File: config.mk
export PLATFORM = sky130hd
export DESIGN_NAME = fft_byte_serializer
export DESIGN_NICKNAME = d
export VERILOG_FILES = /design/src/rtl/fft_byte_serializer.sv
export SDC_FILE = /design/constraint.sdc
export NUM_CORES = 1
export LEC_CHECK = 0
export BUFFER_PORTS_ARGS = -buffer_cell sky130_fd_sc_hd__buf_2
export CORE_ASPECT_RATIO = 0.9
export CORE_MARGIN = 4
export CORE_UTILIZATION = 45
export CTS_CLUSTER_DIAMETER = 120
export DETAILED_ROUTE_END_ITERATION = 10
export PLACE_DENSITY = 0.73
export REMOVE_ABC_BUFFERS = 1
export SETUP_SLACK_MARGIN = 0.2
export SYNTH_ARGS = -nofsm -noshare
export SYNTH_HDL_FRONTEND = slang
export SYNTH_SLANG_ARGS = --single-unit
File: constraint.sdc
create_clock -name clk -period 5.3 [get_ports clk]
set_input_delay 0.53 -clock clk [delete_from_list [all_inputs] [get_ports clk]]
set_output_delay 0.53 -clock clk [all_outputs]
set_load 0.05 [all_outputs]
File: src/rtl/fft_byte_serializer.sv
// fft_byte_serializer
// Buffers WORD_W-bit result words from the FFT datapath in a small FIFO and
// streams them out one byte per valid/ready handshake, LSB byte first.
// Optional feature: define SER_CHECKSUM_EN to append one XOR checksum byte
// to every word (frame length WORD_W/8 + 1 instead of WORD_W/8).
module fft_byte_serializer #(
    parameter int WORD_W = 32,
    parameter int DEPTH  = 4
) (
    input  logic                     clk,
    input  logic                     rst_n,
    input  logic                     ena,
    input  logic                     in_valid,
    input  logic [WORD_W-1:0]        in_data,
    output logic                     in_ready,
    output logic                     out_valid,
    output logic [7:0]               out_byte,
    input  logic                     out_ready,
    output logic [$clog2(DEPTH):0]   fifo_count,
    output logic                     busy
);

    localparam int NBYTES = WORD_W / 8;
    localparam int AW     = $clog2(DEPTH);
    localparam int CW     = AW + 1;
    localparam int IW     = (NBYTES > 1) ? $clog2(NBYTES) : 1;

`ifdef SER_CHECKSUM_EN
    typedef enum logic [1:0] {IDLE, SEND, CSUM} state_t;
`else
    typedef enum logic [0:0] {IDLE, SEND} state_t;
`endif

    logic [WORD_W-1:0] mem [DEPTH];
    logic [AW-1:0]     wr_ptr;
    logic [AW-1:0]     rd_ptr;
    logic [CW-1:0]     count;
    logic [WORD_W-1:0] head;

    state_t            state;
    logic [WORD_W-1:0] sreg;
    logic [IW-1:0]     idx;
    logic [IW-1:0]     next_idx;

    logic hs;
    logic last_byte;
    logic frame_end;
    logic push;
    logic pop;

`ifdef SER_CHECKSUM_EN
    function automatic logic [7:0] byte_xor(input logic [WORD_W-1:0] w);
        logic [7:0] x;
        x = '0;
        for (int i = 0; i < NBYTES; i++) x ^= w[8*i +: 8];
        return x;
    endfunction
`endif

    // in_ready depends only on the registered count, so a same-edge pop
    // never opens the input while full.
    assign in_ready   = (count != CW'(DEPTH));
    assign fifo_count = count;
    assign busy       = (state != IDLE);
    assign head       = mem[rd_ptr];

    assign hs        = ena & out_valid & out_ready;
    assign last_byte = (idx == IW'(NBYTES - 1));
    assign next_idx  = idx + 1'b1;
`ifdef SER_CHECKSUM_EN
    assign frame_end = hs & (state == CSUM);
`else
    assign frame_end = hs & (state == SEND) & last_byte;
`endif
    // A pop refills sreg either from IDLE or on the final byte of a frame,
    // which gives back-to-back words with no bubble.
    assign pop  = ena & (count != '0) & ((state == IDLE) | frame_end);
    assign push = ena & in_valid & in_ready;

    // FIFO storage: written on push only.
    // NOTE: the data array carries no reset; validity is tracked by count and
    // the pointers, so clearing the storage would only add reset fan-out.
    always_ff @(posedge clk) begin
        if (push) mem[wr_ptr] <= in_data;
    end

    // FIFO pointers and occupancy; pointers wrap naturally at DEPTH.
    // NOTE: all sequential state uses non-blocking assignments so every
    // register samples pre-edge values regardless of block ordering.
    always_ff @(posedge clk or negedge rst_n) begin
        if (!rst_n) begin
            wr_ptr <= '0;
            rd_ptr <= '0;
            count  <= '0;
        end else begin
            if (push) wr_ptr <= wr_ptr + 1'b1;
            if (pop)  rd_ptr <= rd_ptr + 1'b1;
            case ({push, pop})
                2'b10:   count <= count + 1'b1;
                2'b01:   count <= count - 1'b1;
                default: count <= count;
            endcase
        end
    end

    // Serializer FSM with registered out_valid/out_byte; frozen while ena=0.
    always_ff @(posedge clk or negedge rst_n) begin
        if (!rst_n) begin
            state     <= IDLE;
            sreg      <= '0;
            idx       <= '0;
            out_valid <= 1'b0;
            out_byte  <= '0;
        end else if (ena) begin
            if (pop) begin
                sreg      <= head;
                idx       <= '0;
                out_byte  <= head[7:0];
                out_valid <= 1'b1;
                state     <= SEND;
            end else if (frame_end) begin
                state     <= IDLE;
                out_valid <= 1'b0;
                out_byte  <= '0;
            end else if (hs && state == SEND) begin
`ifdef SER_CHECKSUM_EN
                if (last_byte) begin
                    state    <= CSUM;
                    out_byte <= byte_xor(sreg);
                end else
`endif
                begin
                    idx      <= next_idx;
                    out_byte <= 8'(sreg >> {next_idx, 3'b000});
                end
            end
        end
    end

endmodule

==> flow_summary.ini <==
[outcome]
status = finished clean

[yosys]
syn_inst = 326
yosysWarnings = 0
yosys.area_share.simple = 0.0108
netlist_area_um2 = 6970
synth_seq_cells = 178
synth-main-ff-cell = edfxtp_1
synth-xor-area-share = 0.00880
synth_top_family_by_area = multiplexers
synth_edf_count = 128
synth_mux_area_frac = 0.197
seq_area_frac_synth = 0.731
async_flop_share = 0.281
synth_compound_area_frac = 0.0174
syn_area_per_cell_um2 = 21.4
synth_cell_types = 26
synth_fa_ha_area_frac = 0.0137

[floorplanning]
rows = 42
pin_count = 51
start_util = 0.467
fp.dieW_um = 139
fp.dieArea_um2 = 17500
die_h_um = 126
core_area_um2 = 14900

[clocking]
clk_pin_slew_worst_paths_ns = 0.06
cts_root_buf = clkbuf_16
postCtsSetupBuffers = 0
ctsHoldBuffers = 0
clk_latency_ns = 0.42
tritoncts = built
htreeDepth = 4
clock-sinks = 178
cts_resized = 0
clock_path_buffers = 2
cts_made_buffers = 17

[setup_path]
worstPathRequired_ns = 5.65
start_kind = flip-flop
crit_path_max_incr_delay_ns = 0.77
rr_worst_depth = 9
path_buf_inv = 1
rr_startpoint = idx[0]
r2r-end = fifo_count[2]
ff2ff_setup_slack_ns = 2.74
path_delay_family = adder cells
critical_path_arrival_ns = 2.91
critPathCaptureType = flip-flop
critical_path_class = reg2reg
critPathSlowestCell = dfrtp_1
cp_cell_sequence = ha_1 > nand3_1 > a21oi_4 > ha_1 > inv_1 > fa_1 > xor2_1 > nor2_1 > xor2_1
cp_max_fo = 10

[sta]
tns_ns = 0
worst_pin_slew_ns = 0.664
drv_slew = 0
holdWs_ns = 0.221
setup_viol = 0
hold_viol = 0
setup_ws_ns = 2.74
finalCriticalPeriod_ns = 2.56
finalCritPeriodShare = 0.484
skew_ns = 0.00606
rsz0062_at_grt = false
clock.fmax_mhz = 390
relSlewSlack = 0.557

[grt]
grt_pass1_vias = 3487
grt_overflow = 0
grt_pass1_wl_um = 19800
antenna_found_initial = 1
grt_max_degree = 51
grtUsageTotal = 0.151

[detailed_routing]
routed_wl_um = 12100
drc = 0
drt-pass1-iter-count = 4
wl_per_cell_um = 20.1
ant_nets = 0
num_vias = 3175
via_per_inst = 5.30
drtIter0Drc = 162

[placed_design]
hpwlAfterDp_um = 7130
dp_slack_ns = 2.72
place_congestion = 0.729
portBuffers = 50
placed_area_um2 = 7410
dp.cells = 566

[cells_and_area]
finalInstanceArea_um2 = 8050
stdcell_count = 599
area_delta_synth_final_pct = 15.6
drive_above_1_share = 0.428
fin_nets = 431

[flow_run]
maxCapViolCount = 0

[pwr]
power_leakage_nw = 2.92
powerDensity_nw_per_um2 = 562
vdd_drop_max_uv = 289

[min_path]
min_path_type = in2async
[flip-flops by register name, summed over array words and instances, names as in the netlist]
signal	flops
mem	128
out_byte	8
busy	1
idx	2
rd_ptr	2
wr_ptr	2
fifo_count	3
sreg	32
[per-stage QoR]
step	utilization	total power, mW
finish	0.539	4.52
global route	0.539	4.76
CTS	0.539	4.58
detailed placement	0.496	3.23
global placement	0.496	3.18
floorplan	-	2.89
[cell families after synthesis]
kind of cell,count (synthesis)
AO/OA/AOI/OAI,14
XOR/XNOR,7
adder cells (fa/ha/maj),7
buffers and inverters,23
flip-flops,178
multiplexers,82
AND/OR/NAND/NOR,15
[per-layer routing]
layer	routed length, um	vias to the layer above	GRT usage
met5	0	-	0
met4	177	0	0.0535
met3	698	12	0.0508
met2	5760	76	0.226
met1	5420	1658	0.209
li1	-	1429	-
[report_power, final]
group | leakage [nW] | total (mW) | switching (mW) | internal (mW)
clock network | 0.302 | 1.34 | 0.503 | 0.834
registers | 1.77 | 2.00 | 0.202 | 1.79
logic | 0.850 | 1.19 | 0.586 | 0.602
total | 2.92 | 4.52 | 1.29 | 3.23
[worst max path at each step]
stage                       from       endpoint  slack [ns]  cells after the start
after floorplan           idx[0]  fifo_count[2]        2.25                      9
after global placement    idx[0]  fifo_count[2]        2.79                      9
after global routing      idx[0]  fifo_count[2]        2.51                      9
after CTS                 idx[0]  fifo_count[2]        2.70                      9
after detailed placement  idx[0]  fifo_count[2]        2.72                      9
final                     idx[0]  fifo_count[2]        2.74                      9
[cell usage after synthesis, types with 2 or more instances]
master	number	area share
edfxtp_1	128	0.55
dfrtp_1	50	0.18
mux2_2	41	0.066
mux4_2	40	0.13
a22o_1	8	0.010
inv_1	7	0.0038
ha_1	6	0.011
buf_4	5	0.0054
buf_6	5	0.0081
nand2_1	5	0.0027
and2_1	4	0.0036
clkbuf_1	4	0.0022
xnor2_1	4	0.0050
nor2_1	3	0.0016
xor2_1	3	0.0038
a21oi_1	2	0.0014
nand3_1	2	0.0014
[area by class of cell]
class | count | area, um^2
Fill cell | 1160 | 6880
Sequential cell | 178 | 5100
Timing Repair Buffer | 58 | 310
Inverter | 7 | 26.3
Clock buffer | 18 | 429
Multi-Input combinational cell | 125 | 1730
Antenna cell | 1 | 2.50
Tap cell | 198 | 248
Clock inverter | 14 | 211
[layout by cell type, fill, tap and decap left out, drive strengths merged]
cell / n
inv: 8
ha: 6
and4b: 1
fa: 1
dfrtp: 50
clkinv: 5
a21oi: 3
clkbuf: 18
o21ai: 1
xor2: 3
and2: 4
o31ai: 1
a22o: 8
diode: 1
nor2: 3
mux4: 40
nand3: 2
nand2: 5
mux2i: 1
a211oi: 1
mux2: 41
edfxtp: 128
xnor2: 4
clkinvlp: 3
bufinv: 5
buf: 58
(Power assumes the default switching activity.)
